===== src/rtl/uart_tx_arbiter_if.sv =====
`default_nettype none
// ============================================================================
// Module      : uart_tx_arbiter_if
// Description : Requester-side and uart_tx-side byte handshake bundle.
// Revision    : 1.0  initial release
// ============================================================================
interface uart_tx_arbiter_if #(
  parameter int NUM_REQ = 2
);
  logic [NUM_REQ-1:0]   req_valid;
  logic [8*NUM_REQ-1:0] req_data;
  logic [NUM_REQ-1:0]   req_last;
  logic [NUM_REQ-1:0]   req_ready;
  logic [7:0]           tx_data;
  logic                 tx_data_valid;
  logic                 tx_data_ready;
  logic [NUM_REQ-1:0]   grant;
  logic                 busy;

  modport master (
    output req_valid, req_data, req_last, tx_data_ready,
    input  req_ready, tx_data, tx_data_valid, grant, busy
  );

  modport slave (
    input  req_valid, req_data, req_last, tx_data_ready,
    output req_ready, tx_data, tx_data_valid, grant, busy
  );
endinterface
`default_nettype wire


===== src/rtl/uart_tx_arbiter.sv =====
`default_nettype none
// ============================================================================
// Module      : uart_tx_arbiter
// Description : Packet-granular round-robin sharing of the uart_tx byte channel.
// Revision    : 1.0  initial release
// ============================================================================
module uart_tx_arbiter #(
  parameter int NUM_REQ     = 2,
  parameter int GAP_TIMEOUT = 1024,
  parameter int GAP_W       = 11
) (
  input wire               sys_clk,
  input wire               sys_rst_n,
  uart_tx_arbiter_if.slave bus
);

  localparam int c_PTR_W = (NUM_REQ > 1) ? $clog2(NUM_REQ) : 1;

  typedef enum logic [0:0] {
    S_IDLE  = 1'b0,
    S_GRANT = 1'b1
  } state_t;

  state_t               r_state, w_state_nxt;
  logic [NUM_REQ-1:0]   r_grant, w_grant_nxt;
  logic [c_PTR_W-1:0]   r_rr_ptr, w_rr_nxt;
  logic [GAP_W-1:0]     r_gap_cnt, w_gap_nxt;
  logic [c_PTR_W-1:0]   w_owner;
  logic                 w_owner_valid;
  logic                 w_owner_last;
  logic                 w_release;
  logic [7:0]           w_tx_data;

  // First valid requester at or after ptr, wrapping to the lowest index otherwise.
  function automatic logic [NUM_REQ-1:0] f_pick(input logic [NUM_REQ-1:0] valid,
                                                input logic [c_PTR_W-1:0] ptr);
    logic [NUM_REQ-1:0] sel_hi;
    logic [NUM_REQ-1:0] sel_any;
    logic               hi_found;
    sel_hi   = '0;
    sel_any  = '0;
    hi_found = 1'b0;
    for (int i = NUM_REQ - 1; i >= 0; i--) begin
      if (valid[i]) begin
        sel_any    = '0;
        sel_any[i] = 1'b1;
        if (i >= int'(ptr)) begin
          sel_hi    = '0;
          sel_hi[i] = 1'b1;
          hi_found  = 1'b1;
        end
      end
    end
    return hi_found ? sel_hi : sel_any;
  endfunction

  function automatic logic [c_PTR_W-1:0] f_index(input logic [NUM_REQ-1:0] onehot);
    logic [c_PTR_W-1:0] idx;
    idx = '0;
    for (int i = 0; i < NUM_REQ; i++) begin
      if (onehot[i]) idx = c_PTR_W'(i);
    end
    return idx;
  endfunction

  assign w_owner       = f_index(r_grant);
  assign w_owner_valid = |(r_grant & bus.req_valid);
  assign w_owner_last  = |(r_grant & bus.req_last);

  always_ff @(posedge sys_clk or negedge sys_rst_n) begin
    if (!sys_rst_n) begin
      r_state   <= S_IDLE;
      r_grant   <= '0;
      r_rr_ptr  <= '0;
      r_gap_cnt <= '0;
    end else begin
      r_state   <= w_state_nxt;
      r_grant   <= w_grant_nxt;
      r_rr_ptr  <= w_rr_nxt;
      r_gap_cnt <= w_gap_nxt;
    end
  end

  always_comb begin
    w_state_nxt = r_state;
    w_grant_nxt = r_grant;
    w_rr_nxt    = r_rr_ptr;
    w_gap_nxt   = r_gap_cnt;
    w_release   = 1'b0;
    unique case (r_state)
      S_IDLE: begin
        if (|bus.req_valid) begin
          w_grant_nxt = f_pick(bus.req_valid, r_rr_ptr);
          w_state_nxt = S_GRANT;
        end
      end
      S_GRANT: begin
        // A held byte keeps the stall timer cleared even while uart_tx is busy.
        if (w_owner_valid) begin
          w_gap_nxt = '0;
          w_release = bus.tx_data_ready & w_owner_last;
        end else if (r_gap_cnt == GAP_W'(GAP_TIMEOUT - 1)) begin
          w_release = 1'b1;
        end else begin
          w_gap_nxt = r_gap_cnt + 1'b1;
        end
        if (w_release) begin
          w_state_nxt = S_IDLE;
          w_grant_nxt = '0;
          w_gap_nxt   = '0;
          w_rr_nxt    = (w_owner == c_PTR_W'(NUM_REQ - 1)) ? '0 : w_owner + 1'b1;
        end
      end
    endcase
  end

  always_comb begin
    w_tx_data = '0;
    for (int i = 0; i < NUM_REQ; i++) begin
      if (r_grant[i]) w_tx_data = w_tx_data | bus.req_data[8*i +: 8];
    end
  end

  assign bus.tx_data       = w_tx_data;
  assign bus.tx_data_valid = w_owner_valid;
  assign bus.req_ready     = r_grant & bus.req_valid & {NUM_REQ{bus.tx_data_ready}};
  assign bus.grant         = r_grant;
  assign bus.busy          = (r_state == S_GRANT);

endmodule
`default_nettype wire


===== src/flat_wrapper.sv =====
// flat-port wrapper written by rule: the top's interface ports become plain ports
module uart_tx_arbiter_flat 
#(
  parameter int NUM_REQ     = 2,
  parameter int GAP_TIMEOUT = 1024,
  parameter int GAP_W       = 11
)
  (sys_clk, sys_rst_n, bus_req_valid, bus_req_data, bus_req_last, bus_tx_data_ready, bus_req_ready, bus_tx_data, bus_tx_data_valid, bus_grant, bus_busy);
  uart_tx_arbiter_if #(.NUM_REQ(NUM_REQ)) bus_i ();
  input wire sys_clk;
  input wire sys_rst_n;
  input wire logic [$bits(bus_i.req_valid)-1:0] bus_req_valid;
  input wire logic [$bits(bus_i.req_data)-1:0] bus_req_data;
  input wire logic [$bits(bus_i.req_last)-1:0] bus_req_last;
  input wire logic [$bits(bus_i.tx_data_ready)-1:0] bus_tx_data_ready;
  output wire logic [$bits(bus_i.req_ready)-1:0] bus_req_ready;
  output wire logic [$bits(bus_i.tx_data)-1:0] bus_tx_data;
  output wire logic [$bits(bus_i.tx_data_valid)-1:0] bus_tx_data_valid;
  output wire logic [$bits(bus_i.grant)-1:0] bus_grant;
  output wire logic [$bits(bus_i.busy)-1:0] bus_busy;
  assign bus_i.req_valid = bus_req_valid;
  assign bus_i.req_data = bus_req_data;
  assign bus_i.req_last = bus_req_last;
  assign bus_i.tx_data_ready = bus_tx_data_ready;
  assign bus_req_ready = bus_i.req_ready;
  assign bus_tx_data = bus_i.tx_data;
  assign bus_tx_data_valid = bus_i.tx_data_valid;
  assign bus_grant = bus_i.grant;
  assign bus_busy = bus_i.busy;
  uart_tx_arbiter #(.NUM_REQ(NUM_REQ), .GAP_TIMEOUT(GAP_TIMEOUT), .GAP_W(GAP_W)) u_core (.sys_clk(sys_clk), .sys_rst_n(sys_rst_n), .bus(bus_i));
endmodule

===== config.mk =====
export PLATFORM = sky130hd
export DESIGN_NAME = uart_tx_arbiter_flat
export DESIGN_NICKNAME = d
export VERILOG_FILES = /design/src/rtl/uart_tx_arbiter_if.sv /design/src/rtl/uart_tx_arbiter.sv /design/src/flat_wrapper.sv
export SDC_FILE = /design/constraint.sdc
export NUM_CORES = 1
export LEC_CHECK = 0
export BUFFER_PORTS_ARGS = -buffer_cell sky130_fd_sc_hd__buf_2
export CORE_ASPECT_RATIO = 0.75
export CORE_UTILIZATION = 31
export CTS_CLUSTER_DIAMETER = 120
export CTS_CLUSTER_SIZE = 14
export DETAILED_ROUTE_END_ITERATION = 8
export PLACE_DENSITY = 0.58
export SLEW_MARGIN = 5
export SYNTH_ARGS = -nofsm -noshare
export SYNTH_HDL_FRONTEND = slang
export SYNTH_SLANG_ARGS = --single-unit
export TNS_END_PERCENT = 30

===== constraint.sdc =====
create_clock -name sys_clk -period 2.1 [get_ports sys_clk]
set_clock_uncertainty 0.15 [all_clocks]
set_input_delay 0.525 -clock sys_clk [delete_from_list [all_inputs] [get_ports sys_clk]]
set_output_delay 0.525 -clock sys_clk [all_outputs]
set_load 0.01 [all_outputs]

==> results of run 1 <==
[through the flow]
step	utilization (%)	setup WS [ns]	instances
after detailed placement	42.5	0.0771	166
final	44.2	0.144	170
after CTS	44.2	0.106	170
after global routing	44.2	0.0184	170
after global placement	42.5	0.127	166
after floorplan	-	0.198	93
[state kept, by name, indices dropped and copies added (netlist names)]
register          cells
u_core.r_gap_cnt     11
u_core.bus.grant      2
u_core.bus.busy       1
u_core.r_rr_ptr       1
[synthesized netlist by cell type]
| cell | n | area share (%) |
|---|---|---|
| o311ai_0 | 1 | 0.98 |
| a31o_2 | 1 | 0.98 |
| a22oi_2 | 1 | 1.4 |
| or3_1 | 1 | 0.70 |
| clkbuf_1 | 3 | 1.3 |
| nand2_1 | 2 | 0.84 |
| a31oi_1 | 5 | 3.5 |
| a22o_1 | 9 | 8.8 |
| a21oi_1 | 8 | 4.5 |
| o21ai_1 | 1 | 0.56 |
| nand3_1 | 1 | 0.56 |
| buf_4 | 2 | 1.7 |
| o21a_1 | 1 | 0.84 |
| ha_1 | 1 | 1.4 |
| a31o_1 | 1 | 0.98 |
| inv_1 | 6 | 2.5 |
| nand3b_1 | 1 | 0.84 |
| and4_1 | 1 | 0.98 |
| dfrtp_1 | 15 | 42 |
| o311a_1 | 1 | 1.1 |
| o31ai_1 | 3 | 2.5 |
| o21ai_0 | 7 | 3.9 |
| nor4_1 | 1 | 0.70 |
| nand2b_1 | 4 | 2.8 |
| and3_1 | 5 | 3.5 |
| a41oi_1 | 2 | 2.0 |
| or3_4 | 1 | 1.3 |
| o31a_1 | 2 | 2.0 |
| nand3_2 | 1 | 1.1 |
| nand4_1 | 3 | 2.1 |
| mux2i_1 | 1 | 1.1 |
| nor3b_1 | 1 | 0.84 |
[placed cells by master, fill, tap and decap left out, types with 3 or more instances in the layout]
master,netlist,routed
nand4_1,3,3
a31oi_1,5,5
inv_1,6,6
clkbuf_8,0,3
and3_1,5,5
a21oi_1,8,8
nand2b_1,4,4
buf_4,2,6
o21ai_0,7,7
o31ai_1,3,3
a22o_1,9,9
dfrtp_1,15,15
buf_2,0,36
[path summary, 6_finish.rpt]
| kind | from | to | slack, ns | cells after the start |
|---|---|---|---|---|
| setup / recovery | u_core.bus.grant[0] | bus_tx_data_valid | 0.14 | 3 |
| hold / removal | sys_rst_n | u_core.r_gap_cnt[1] | 0.03 | 1 |
| setup reg to reg | u_core.r_gap_cnt[0] | u_core.bus.grant[1] | 0.16 | 5 |
| hold reg to reg | u_core.r_gap_cnt[10] | u_core.r_gap_cnt[10] | 0.34 | 1 |
| max in group asynchronous | sys_rst_n | u_core.r_gap_cnt[2] | 1.52 | 1 |
| min in group sys_clk | u_core.r_gap_cnt[10] | u_core.r_gap_cnt[10] | 0.34 | 1 |
[power groups by stage]
stage               combinational, mW  clock (mW)  sequential [mW]
floorplan                       0.473           0            0.457
global placement                0.719           0            0.473
detailed placement              0.732           0            0.473
CTS                             0.735       0.246            0.468
global route                    0.822       0.256            0.486
finish                          0.733       0.233            0.470
[cells by family (layout without fill, tap and decap cells)]
family                     count (synthesis)  in the layout  share of synthesized area (%)
buffers and inverters                     11             52                           5.45
DFF                                       15             15                           41.9
muxes                                      1              1                           1.12
adders and majority gates                  1              1                           1.40
AOI/OAI and AO/OA                         43             43                           33.9
and+or+nand+nor                           22             22                           16.2
[per-layer routing]
metal | global-route usage (%) | wire length [um]
met4 | 3.41 | 12
met3 | 5.19 | 97
met1 | 21.2 | 1100
met2 | 27.5 | 1120
met5 | 0 | 0
[repair_timing]
| action | CTS | global route |
|---|---|---|
| buffers inserted | 0 | 0 |
| gates resized for setup | 0 | 1 |
| hold endpoints to repair | 0 | 0 |
| setup endpoints to repair | 0 | 1 |
[area by class of cell]
| type | instances | area (um2) |
|---|---|---|
| Clock buffer | 3 | 41.3 |
| Clock inverter | 1 | 5.00 |
| Fill cell | 286 | 1500 |
| Inverter | 6 | 22.5 |
| Multi-Input combinational cell | 67 | 472 |
| Sequential cell | 15 | 375 |
| Tap cell | 36 | 45.0 |
| Timing Repair Buffer | 42 | 225 |
==> metrics.md, run 1 <==
| Metric | Value |
|---|---|
| WL per Instance | `13.7 um` |
| Max incr delay on CP | `0.42 ns` |
| Final GP Congestion | `0.792` |
| Clock share of power | `16.2%` |
| Largest delay contributor family on the critical path | `flip-flops` |
| CP required | `1.42 ns` |
| PD cells | `1210 nW/um2` |
| Final worst path period share | `93.1%` |
| Vias | `907` |
| Crit. End Element | `output port` |
| DRT antenna net count | `0` |
| Leakage power | `0.586 nW` |
| Hold_buf cts | `0` |
| Initial antenna violation count | `0` |
| CTS buffer count | `3` |
| YS warnings | `0` |
| CTS tree | `done` |
| Die W | `64.1 um` |
| HPWL after DPL | `1810 um` |
| Logic pwr share | `51.0%` |
| Sequential cell area fraction in the yosys report | `41.9%` |
| Setup violators final | `0` |
| Drc violations | `0` |
| Syn_nets | `117` |
| Critical path buffers and inverters | `2` |
| Overall power | `1.44 mW` |
| N_diodes | `0` |
| Critical path startpoint category | `flip-flop` |
| Rows | `16` |
| Outcome | `completed` |
| DRT iter0 DRCs | `41` |
| Slew margin rel. | `63.6%` |
| Net Switching | `591 uW` |
| Slew Viols, Final | `0` |
| WL final | `2320 um` |
| RSZ-0062 raised after global routing | `no` |
| Distinct cells, synth | `32` |
| Max-cap violation count | `0` |
| TNS Setup | `0 ns` |
| Hold WS | `0.0263 ns` |
| Fmax | `511 MHz` |
| Cell internal pwr | `845 uW` |
| Gr ovfl total | `0` |
| DR pass1 iterations | `4` |
| Boundary Pins | `37` |
| Root Driver | `clkbuf_8` |
| DR vias/cell | `5.34` |
| Reg clk slew, reported paths | `0.06 ns` |
| Worst-Margin Slew | `0.538 ns` |
| CP cell instances | `a22oi_2 > inv_1 > buf_2` |
| Core area | `2680 um2` |
| Largest net degree at the start of global routing | `16` |
| Clk_lat worst skew | `0.25 ns` |
| Mapped cell area | `896 um2` |
| Final Hold Fails | `0` |
| Synth Area per Inst | `9.63 um2` |
| Yosys reg bits | `15` |
| Switching fraction of total power | `41.1%` |
| Hold/Removal Path Class | `primary input to asynchronous set/reset pin` |
| Vias in the first global route | `868` |
| Minimum clock period | `1.96 ns` |
| Synth Instances | `93` |
| Port bufs | `36` |
| Placed inst area | `1140 um2` |
| Worst VDD drop | `0.416 mV` |
| Sequential cell fraction of total power | `32.7%` |
| Die area | `3110 um2` |
| Worst path arrival time | `1.28 ns` |
| H-tree lvl count | `1` |
| Gr usage total | `16.6%` |
| Critical-path maximum fanout | `6` |
| Final Instance Area | `1190 um2` |
| Final #Nets | `159` |
| Starting Density | `33.4%` |
| Global-route wire length before repair | `3970 um` |
| Die Height | `48.6 um` |
| Worst path slowest cell | `dfrtp_1` |
| Layout cell share with drive strength beyond 1 | `37.3%` |
| Worst-case clock buffer depth | `2` |
| Synthesis-to-finish area growth | `32.4%` |
| Clock sinks | `15` |
| Critical setup path kind | `flip-flop to output port` |
Power figures use the tool's default switching activity.
==> run 2, diff against run 1 <==
Settings changed: ABC_AREA set to 1, PLACE_DENSITY 0.58 to 0.56.
==> run 2 against run 1 <==
Against the previous run: area after synthesis increased by 12%; register-to-register slack improved by 0.37 ns; flip-flop and latch count unchanged; die area rose by 11%; first-iteration DRC count decreased by 37%; count of clock-buffer cells in the layout is 1 higher; wire length down 1.9%; core utilization is 2.5 points lower; largest cell class unchanged; largest power group unchanged.
==> metrics.md, run 2 <==
| Metric | Value |
|---|---|
| Reg with most FFs | `u_core.r_gap_cnt` |
| Clock share of power | `17.2%` |
| Distinct cells, synth | `29` |
| Worst path arrival time | `1.31 ns` |
| Largest net degree at the start of global routing | `16` |
| Outcome | `completed` |
| Initial antenna violation count | `0` |
| N_diodes | `0` |
| Final worst path period share | `94.3%` |
| Reg clk slew, reported paths | `0.06 ns` |
| Die area | `3460 um2` |
| Sequential cell area fraction in the yosys report | `37.5%` |
| Gr usage total | `14.8%` |
| DR pass1 iterations | `4` |
| Vias in the first global route | `860` |
| Root Driver | `clkbuf_8` |
| Non-Filler Instances | `199` |
| Worst VDD drop | `0.393 mV` |
| Slew Viols, Final | `0` |
| Commonest non-fill, non-tap cells in the layout | `36 x buf_2, 34 x nand2_1, 15 x dfrtp_1, 12 x nor2_1, 11 x nand3_1` |
| Starting Density | `33.4%` |
| Cell internal pwr | `751 uW` |
| Vias | `915` |
| Share of the synthesized area in the top cell type | `37.5%` |
| Hold/Removal Path Class | `primary input to asynchronous set/reset pin` |
| DRT iter0 DRCs | `26` |
| WL final | `2280 um` |
| Commonest non-fill, non-tap cell in the layout | `buf_2` |
| Logic pwr share | `47.5%` |
| CTS tree | `done` |
| Resized cells post-CTS | `0` |
| Crit. End Element | `output port` |
| Critical setup path kind | `flip-flop to output port` |
| Port bufs | `36` |
| Post-synth EDFFs | `0` |
| H-tree lvl count | `1` |
| Syn_nets | `148` |
| DR vias/cell | `4.60` |
| Global-route wire length before repair | `3780 um` |
| Gr ovfl total | `0` |
| Post-synth top cells | `34 x nand2_1, 15 x dfrtp_1, 12 x nor2_1` |
| HPWL after DPL | `1840 um` |
| Synth area leader | `dfrtp_1` |
| YS warnings | `0` |
| Final Hold Fails | `0` |
| Async SR Flop Fraction | `100%` |
| Worst-Margin Slew | `0.406 ns` |
| Setup violators final | `0` |
| Fmax | `505 MHz` |
| Die W | `67.6 um` |
| Drc violations | `0` |
| Net Switching | `573 uW` |
| Clk_lat worst skew | `0.24 ns` |
| TNS Setup | `0 ns` |
| Switching fraction of total power | `43.3%` |
| Hold_buf cts | `0` |
| Fillers | `299` |
| Boundary Pins | `37` |
| Critical-path maximum fanout | `13` |
| Minimum clock period | `1.98 ns` |
| Overall power | `1.32 mW` |
| Mapped cell area | `1000 um2` |
| Slew margin rel. | `72.9%` |
| Sequential cell fraction of total power | `35.2%` |
| Top cells by area, synth | `dfrtp_1 38%, nand2_1 13%, a22o_1 7.0%, nand3_1 5.5%, nor2_1 4.5%` |
| PD cells | `1060 nW/um2` |
| WL per Instance | `11.5 um` |
| Critical path startpoint category | `flip-flop` |
| Post-synth top flop | `dfrtp_1` |
| DRT antenna net count | `0` |
| RSZ-0062 raised after global routing | `no` |
| Leakage power | `0.675 nW` |
| Max-cap violation count | `0` |
| Synth Area per Inst | `8.07 um2` |
| Max FFs per register | `11` |
| Worst-case clock buffer depth | `2` |
| CTS buffer count | `3` |
| Placed cells | `195` |
| Die Height | `51.2 um` |
| Rows | `17` |
| Synthesis-to-finish area growth | `24.9%` |
| Postcts setup bufs | `0` |
| Final #Nets | `186` |
| CP required | `1.42 ns` |
| Clock sinks | `15` |
| Synth Instances | `124` |
| Yosys reg bits | `15` |
| Layout cell share with drive strength beyond 1 | `36.0%` |
| Core area | `3000 um2` |
| Count leader, synth | `nand2_1` |
| Final GP Congestion | `0.795` |
-- run 2: cell count changes after synthesis, moves of 3 or more --
cell | previous run | this run
a21oi_1 | 8 | 2
a31oi_1 | 5 | 0
and3_1 | 5 | 0
clkbuf_1 | 3 | 0
inv_2 | 0 | 5
nand2_1 | 2 | 34
nand2b_1 | 4 | 0
nand3_1 | 1 | 11
nor2_1 | 0 | 12
o21ai_0 | 7 | 3
o31ai_1 | 3 | 0
xor2_1 | 0 | 4
-- run 2: path summary, 6_finish.rpt --
check | from | to | slack [ns] | cells after the start
min in group sys_clk | u_core.r_rr_ptr | u_core.r_rr_ptr | 0.35 | 2
max | u_core.bus.grant[1] | bus_tx_data_valid | 0.12 | 3
min | sys_rst_n | u_core.r_gap_cnt[2] | 0.03 | 1
max reg2reg | u_core.bus.grant[1] | u_core.r_gap_cnt[3] | 0.53 | 7
min reg2reg | u_core.r_rr_ptr | u_core.r_rr_ptr | 0.35 | 2
max in group asynchronous | sys_rst_n | u_core.r_rr_ptr | 1.51 | 1
-- run 2: critical path, stage by stage, from the launching register on --
cell     delay [ns]
dfrtp_1        0.59
inv_2          0.11
o21ai_4        0.21
buf_2          0.16
-- run 2: final cells by class --
class	instances	area [um2]	area share (%)
clock buffer	4	45.0	3.60
inverter	13	51.3	4.10
multi-input combinational	92	543	43.4
sequential	15	375	30.0
tap	38	47.5	3.80
timing repair buffer	37	188	15.0
-- run 2: cells by family (layout without fill, tap and decap cells) --
| group | Yosys count | in the layout | synth area share (%) |
|---|---|---|---|
| and+or+nand+nor | 70 | 70 | 36.0 |
| AOI/OAI and AO/OA | 17 | 17 | 13.5 |
| buffers and inverters | 17 | 54 | 8.25 |
| DFF | 15 | 15 | 37.5 |
| xor gates and xnor gates | 4 | 4 | 3.50 |
| adders and majority gates | 1 | 1 | 1.25 |
-- run 2: metrics by stage --
stage	hold WS, ns	utilization, %	area (um2)	worst slack (ns)
after floorplan	0.0794	-	1000	0.577
final	0.0316	41.7	1250	0.120
after detailed placement	0.304	40.2	1200	0.376
after global routing	0.0555	41.7	1250	0.0138
after CTS	0.0351	41.7	1250	0.111
after global placement	0.298	40.2	1200	0.378
-- run 2: power groups by stage --
stage | Combinational, mW | Clock, mW | Sequential (mW)
floorplan | 0.507 | 0 | 0.420
global placement | 0.633 | 0 | 0.470
detailed placement | 0.635 | 0 | 0.470
CTS | 0.635 | 0.241 | 0.466
global route | 0.698 | 0.249 | 0.484
finish | 0.629 | 0.228 | 0.466
-- run 2: metal layers --
metal / part of all wire (%) / GRT usage (%)
met1: 49 / 18.8
met2: 47 / 24.3
met3: 3.0 / 4.91
met4: 1.1 / 2.84
met5: 0 / 0
